## src/rtl/task_sched_pkg.sv

```systemverilog
// Shared types and defaults for the task scheduler: FSM state encoding,
// task-line geometry and the default watchdog limit.
package task_sched_pkg;

  localparam int unsigned N_TASKS_DEF = 16;
  localparam int unsigned ID_W_DEF    = 4;
  localparam logic [15:0] TIMEOUT_DEF = 16'd4096;

  typedef enum logic [1:0] {
    IDLE = 2'd0,
    RUN  = 2'd1,
    HOLD = 2'd2
  } state_t;

endpackage

```

## src/rtl/task_sched_rr_pick.sv

```systemverilog
// Combinational round-robin picker: first set bit of elig scanning upward
// from rr_ptr with wrap-around.
module rr_pick
  import task_sched_pkg::*;
#(
  parameter int unsigned N_TASKS = N_TASKS_DEF,
  parameter int unsigned ID_W    = ID_W_DEF
) (
  input  logic [N_TASKS-1:0] elig,
  input  logic [ID_W-1:0]    rr_ptr,
  output logic               found,
  output logic [ID_W-1:0]    sel
);

  logic [2*N_TASKS-1:0] dbl;
  logic [N_TASKS-1:0]   rot;
  logic [ID_W-1:0]      off;
  logic [ID_W:0]        sum;

  // Rotating the doubled vector puts rr_ptr at bit 0, so a plain
  // lowest-bit priority encode gives the offset from the pointer.
  assign dbl = {elig, elig};
  assign rot = dbl[rr_ptr +: N_TASKS];

  always_comb begin
    off = '0;
    for (int unsigned i = 0; i < N_TASKS; i++) begin
      if (rot[N_TASKS-1-i]) off = ID_W'(N_TASKS-1-i);
    end
  end

  assign found = |elig;
  assign sum   = {1'b0, off} + {1'b0, rr_ptr};
  assign sel   = (sum >= (ID_W+1)'(N_TASKS)) ? ID_W'(sum - (ID_W+1)'(N_TASKS))
                                             : sum[ID_W-1:0];

endmodule

```

## src/rtl/task_sched.sv

```systemverilog
// Round-robin scheduler feeding one shared task engine, with per-task enable,
// watchdog abort and sticky timeout status.
module task_sched
  import task_sched_pkg::*;
#(
  parameter int unsigned      N_TASKS   = N_TASKS_DEF,
  parameter int unsigned      ID_W      = ID_W_DEF,
  parameter int unsigned      CNT_W     = 16,
  parameter logic [CNT_W-1:0] P_TIMEOUT = CNT_W'(TIMEOUT_DEF)
) (
  input  logic               clk,
  input  logic               rst_n,
  input  logic [N_TASKS-1:0] en_mask,
  input  logic [N_TASKS-1:0] req,
  output logic [N_TASKS-1:0] ack,
  output logic               start,
  output logic [ID_W-1:0]    task_id,
  input  logic               done,
  output logic               abort,
  output logic               busy,
  output logic               timeout_err,
  output logic [ID_W-1:0]    err_id,
  input  logic               err_clr
);

  localparam logic [CNT_W-1:0] WD_LAST = P_TIMEOUT - CNT_W'(1);
  localparam logic [ID_W-1:0]  LAST_ID = ID_W'(N_TASKS-1);

  state_t             state, state_d;
  logic [ID_W-1:0]    rr_ptr, rr_ptr_d, task_id_d, err_id_d, sel, next_id;
  logic [CNT_W-1:0]   wdog, wdog_d;
  logic               start_d, abort_d, terr_d, found, expire;
  logic [N_TASKS-1:0] elig;

  assign elig = req & en_mask;

  rr_pick #(
    .N_TASKS (N_TASKS),
    .ID_W    (ID_W)
  ) u_pick (
    .elig   (elig),
    .rr_ptr (rr_ptr),
    .found  (found),
    .sel    (sel)
  );

  assign busy    = (state == RUN);
  assign next_id = (task_id == LAST_ID) ? '0 : task_id + ID_W'(1);
  // done in the same cycle as expiry suppresses the timeout entirely
  assign expire  = busy && (P_TIMEOUT != '0) && (wdog == WD_LAST) && !done;

  always_comb begin
    ack = '0;
    if (busy) ack[task_id] = 1'b1;
  end

  always_comb begin
    state_d   = state;
    rr_ptr_d  = rr_ptr;
    wdog_d    = wdog;
    task_id_d = task_id;
    err_id_d  = err_id;
    start_d   = 1'b0;
    abort_d   = 1'b0;
    terr_d    = expire | (timeout_err & ~err_clr);
    unique case (state)
      IDLE: begin
        if (found) begin
          state_d   = RUN;
          task_id_d = sel;
          start_d   = 1'b1;
          wdog_d    = '0;
        end
      end
      RUN: begin
        if (wdog != '1) wdog_d = wdog + CNT_W'(1);
        if (done || expire) begin
          state_d  = HOLD;
          rr_ptr_d = next_id;
        end
        if (expire) begin
          abort_d  = 1'b1;
          err_id_d = task_id;
        end
      end
      HOLD:    state_d = IDLE;
      default: state_d = IDLE;
    endcase
  end

  always_ff @(posedge clk or negedge rst_n) begin
    if (!rst_n) begin
      state       <= IDLE;
      rr_ptr      <= '0;
      wdog        <= '0;
      task_id     <= '0;
      err_id      <= '0;
      start       <= 1'b0;
      abort       <= 1'b0;
      timeout_err <= 1'b0;
    end else begin
      state       <= state_d;
      rr_ptr      <= rr_ptr_d;
      wdog        <= wdog_d;
      task_id     <= task_id_d;
      err_id      <= err_id_d;
      start       <= start_d;
      abort       <= abort_d;
      timeout_err <= terr_d;
    end
  end

endmodule

```

## config.mk

```make
export PLATFORM = sky130hd
export DESIGN_NAME = task_sched
export DESIGN_NICKNAME = d
export VERILOG_FILES = /design/src/rtl/task_sched_pkg.sv /design/src/rtl/task_sched_rr_pick.sv /design/src/rtl/task_sched.sv
export SDC_FILE = /design/constraint.sdc
export NUM_CORES = 1
export LEC_CHECK = 0
export BUFFER_PORTS_ARGS = -buffer_cell sky130_fd_sc_hd__clkbuf_2
export CAP_MARGIN = 20
export CORE_MARGIN = 2
export CORE_UTILIZATION = 33
export CTS_CLUSTER_DIAMETER = 200
export DETAILED_ROUTE_END_ITERATION = 8
export PLACE_DENSITY = 0.57
export SETUP_SLACK_MARGIN = 0.5
export SYNTH_ARGS = -nofsm -noshare
export SYNTH_HDL_FRONTEND = slang
export SYNTH_SLANG_ARGS = --single-unit
export TNS_END_PERCENT = 10
```

## constraint.sdc

```tcl
create_clock -name clk -period 4.7 [get_ports clk]
set_input_delay 1.41 -clock clk [delete_from_list [all_inputs] [get_ports clk]]
set_output_delay 1.41 -clock clk [all_outputs]
set_load 0.02 [all_outputs]
```

==> out/results.md <==
| Group | Item | This run |
| --- | --- | --- |
| power and ir drop | Worst VDD drop | 186 uV |
| synth | Dominant combinational cell family by area after synthesis | simple AND/OR/NAND/NOR gates |
| clocking | Count of hold-fix buffers inserted at cts | 0 |
| floorplanning | Overall die width | 102 um |
| synth | Number of different library cells in the post-synthesis netlist | 57 |
| synth | Area fraction in compound gates after synthesis | 13.6% |
| worst hold path | Worst hold path endpoint | err_id[2] |
| timing | Setup-failing EPs final | 0 |
| synth | Flops & latches, synth | 33 |
| setup path | Buffers and inverters on the worst path | 2 |
| finish | Share of layout cells above drive strength 1 | 25.8% |
| clocking | Buffer type at the clock tree root | sky130_fd_sc_hd__clkbuf_8 |
| synth | Synthesis warning total | 0 |
| finish | Net count, final | 462 |
| synth | Syn Area/Cell | 8.79 um^2 |
| clocking | Clock input transition at the sequential cells of the worst setup and hold paths | 0.06 ns |
| floorplanning | DIE HEIGHT | 102 um |
| worst hold path | Worst Hold Depth | 1 |
| timing | RSZ-0062 raised after global routing | true |
| setup path | Cell Chain, Critical Path | clkbuf_2, nand2_1, mux4_2, mux4_2, nand3b_1, nand3b_1, a2bb2oi_1, a22oi_1, ha_2, inv_1, fa_1, xnor2_1, nand2_1, o21ai_0 |
| routing | Average via count per standard cell | 5.53 |
| timing | Final WS setup | 0.693 ns |
| setup path | Number of cells on the worst reg-to-reg path | 12 |
| clocking | Clk sinks | 33 |
| finish | Layout Area Growth over Synthesis | 16.5% |
| global route | Aggregate global routing overflow | 0 |
| worst hold path | Worst min-delay path startpoint | err_id[2] |
| flow run | Max cap viols | 0 |
| place | Detailed-placement wirelength estimate | 6490 um |
| worst hold path | Hold Crit Class | register to register |
| timing | Final hold violations | 0 |
| synth | Post-synthesis xor/xnor area fraction | 4.44% |
| setup path | Worst stage delay on the critical path | 0.55 ns |
| routing | Drt first pass iters | 4 |
| floorplanning | Top-Level Pins | 64 |
| setup path | Internal reg-to-reg setup slack | 0.87 ns |
| setup path | Worst setup path category | input port to register |
| clocking | Clock buffer count from CTS | 5 |
| place | Minimum setup slack after placement | 0.315 ns |
| floorplanning | Initial standard-cell utilization of the core | 34.1% |
| timing | Worst slew pin tran | 1.05 ns |
| routing | Number of DRC markers after the initial detailed-route iteration | 219 |
| synth | Share of flip-flops with an asynchronous set or reset after synthesis | 100% |
| routing | Remaining design rule violation count | 0 |
| routing | Total Wirelength | 8500 um |
| clocking | Clock tree from TritonCTS | yes |
| synth | Main flop type after synthesis | sky130_fd_sc_hd__dfrtp_1 |
| timing | Pins over their slew limit | 0 |
| floorplanning | Total Die Area | 10400 um^2 |
| power and ir drop | Total power divided by cell area | 576 nW/um^2 |
| clocking | CTS H-tree depth | 2 |
| setup path | Start of the worst register-to-register path | rr_ptr[0] |
| global route | Wire length of the first global-routing pass | 14400 um |
| clocking | Longest Clk Path Bufs | 2 |
| setup path | WP data arrival | 4.15 ns |
| synth | Synth Cell Area | 3150 um^2 |
| timing | Headroom to the max-slew limit | 30.2% |
| floorplanning | # rows | 35 |
| power and ir drop | Overall power consumption | 0.00212 W |
| floorplanning | Core region area | 9240 um^2 |
| global route | Number of antenna violations at the first check in global routing | 0 |
| global route | Tot GR Track Use | 17.3% |
| routing | Routed WL per cell | 15.5 um |
| setup path | CP required | 4.84 ns |
| setup path | Sort of element at the start of the critical path | input port |
| global route | Number of global-route vias before repair | 2903 |
| synth | Sequential-to-total area share from yosys stat | 26.2% |
| synth | Synth Instances | 359 |
| finish | Number of diodes | 0 |
| place | Final weighted congestion in routability-driven placement | 0.927 |
| synth | Number of enable-type register cells in the synthesized netlist | 0 |
| setup path | Slowest stage cell on the critical path | sky130_fd_sc_hd__mux4_2 |
| synth | Post-Syn Nets | 404 |
| timing | Final critical path time including I/O delays and setup | 4.01 ns |
| setup path | CP max FO | 5 |
| place | IO Port Bufs | 63 |
| setup path | Type of destination of the critical path | register |
| timing | Final period utilization | 85.3% |
| synth | Area share of and/or/nand/nor cells after synthesis | 33.8% |
| setup path | Worst reg2reg endpoint | task_id[2] |
| global route | Largest net degree at the start of global routing | 38 |
| routing | Antenna-violating nets left | 0 |
| routing | Overall via count from detail_route | 3026 |
| finish | Final non-filler cell area | 3670 um^2 |
| synth | Share of cell area taken by muxes after synthesis | 13.1% |
| timing | Worst Hold Margin | 0.515 ns |
| outcome | Result of the run | finished clean |
| setup path | Launch point of the critical path | req[15] |
| setup path | Family of cells with the greatest summed delay on the critical path | multiplexers |
| synth | Adder-cell share of the synthesized area | 3.81% |
| place | Placed cell area | 3560 um^2 |
| clocking | Clk_lat worst skew | 0.29 ns |
| timing | Fmax achieved | 0.250 GHz |
| timing | Setup Total Neg Slack | 0 ns |
| power and ir drop | Leakage power of the design | 1.51 nW |
| timing | Final Skew | 0.00636 ns |
[cells in the mapped netlist (3+ instances only)]
cell type,instances,share of area (%)
sky130_fd_sc_hd__a21boi_0,3,0.71
sky130_fd_sc_hd__a21oi_1,10,1.6
sky130_fd_sc_hd__a2bb2oi_1,3,0.83
sky130_fd_sc_hd__a311oi_1,3,0.83
sky130_fd_sc_hd__a31oi_1,5,0.99
sky130_fd_sc_hd__and2_1,25,5.0
sky130_fd_sc_hd__and3_1,3,0.60
sky130_fd_sc_hd__and4_1,8,2.2
sky130_fd_sc_hd__buf_2,5,0.79
sky130_fd_sc_hd__clkbuf_1,6,0.71
sky130_fd_sc_hd__dfrtp_1,33,26
sky130_fd_sc_hd__ha_1,8,3.2
sky130_fd_sc_hd__inv_1,12,1.4
sky130_fd_sc_hd__mux2_2,7,2.5
sky130_fd_sc_hd__mux4_2,14,10
sky130_fd_sc_hd__nand2_1,37,4.4
sky130_fd_sc_hd__nand2b_1,4,0.79
sky130_fd_sc_hd__nand3_1,9,1.4
sky130_fd_sc_hd__nand3b_1,3,0.71
sky130_fd_sc_hd__nand4_1,16,3.2
sky130_fd_sc_hd__nand4b_1,14,3.9
sky130_fd_sc_hd__nand4bb_1,7,2.5
sky130_fd_sc_hd__nor2_1,29,3.5
sky130_fd_sc_hd__nor3_1,15,2.4
sky130_fd_sc_hd__nor3b_1,3,0.71
sky130_fd_sc_hd__nor4_1,4,0.79
sky130_fd_sc_hd__o21ai_0,11,1.7
sky130_fd_sc_hd__o22ai_1,9,1.8
sky130_fd_sc_hd__xnor2_1,14,3.9
[stage by stage]
step                util, %  cells
global route           39.8    547
finish                 39.8    547
global placement       38.5    537
detailed placement     38.5    537
CTS                    39.4    545
floorplan                 -    359
[routing by layer]
metal | global-route usage [%] | part of all wire, % | vias to the layer above
met5 | 0 | 0 | -
met4 | 4.89 | 1.8 | 0
met3 | 2.76 | 4.3 | 17
met2 | 27.3 | 49 | 84
met1 | 24.6 | 45 | 1440
li1 | - | - | 1485
[worst max-delay path by stage]
stage / endpoint / slack [ns] / cells after the start
final: task_id[2] / 0.69 / 14
after global routing: task_id[3] / 0.50 / 13
after CTS: task_id[3] / 0.61 / 14
after detailed placement: task_id[3] / 0.31 / 14
after global placement: task_id[3] / 0.33 / 14
after floorplan: task_id[3] / 0.68 / 13
[what timing repair did]
| item | in CTS | in global routing |
|---|---|---|
| resized for setup | 0 | 8 |
| setup endpoints to repair | 0 | 2 |
| setup buffers | 0 | 2 |
| endpoints found under the hold margin | 0 | 0 |
[cells by family after synthesis]
group,after synthesis
compound gates,63
xor+xnor,16
fa+ha+maj,9
buf+inv,31
flops,33
mux,23
simple gates,184
[registers in the layout, indices dropped and copies added (netlist names)]
signal	count
task_id	4
rr_ptr	4
err_id	4
start	1
state	2
abort	1
wdog	16
timeout_err	1
[placed cells by master, fill, tap and decap left out, types with 10 or more instances in the layout]
master                      n
sky130_fd_sc_hd__a21oi_1   10
sky130_fd_sc_hd__and2_1    25
sky130_fd_sc_hd__clkbuf_2  63
sky130_fd_sc_hd__dfrtp_1   33
sky130_fd_sc_hd__inv_1     12
sky130_fd_sc_hd__mux4_2    14
sky130_fd_sc_hd__nand2_1   35
sky130_fd_sc_hd__nand4_1   16
sky130_fd_sc_hd__nand4b_1  14
sky130_fd_sc_hd__nor2_1    29
sky130_fd_sc_hd__nor3_1    13
sky130_fd_sc_hd__xnor2_1   14
[power breakdown]
part	internal (W)	switching (W)	total (W)
Clock	0.000103	0.000106	0.000209
Combinational	0.000647	0.000759	0.00141
Sequential	0.000340	0.000161	0.000501
Total	0.00109	0.00103	0.00212
[layout make-up]
cell class	count	area (um^2)
fill	927	5570
multi-input combinational	295	2190
sequential	33	826
timing repair buffer	69	360
tap	129	161
clock buffer	6	72.6
inverter	13	48.8
clock inverter	2	10.0
Note: power is estimated with default switching activity, not from simulation.
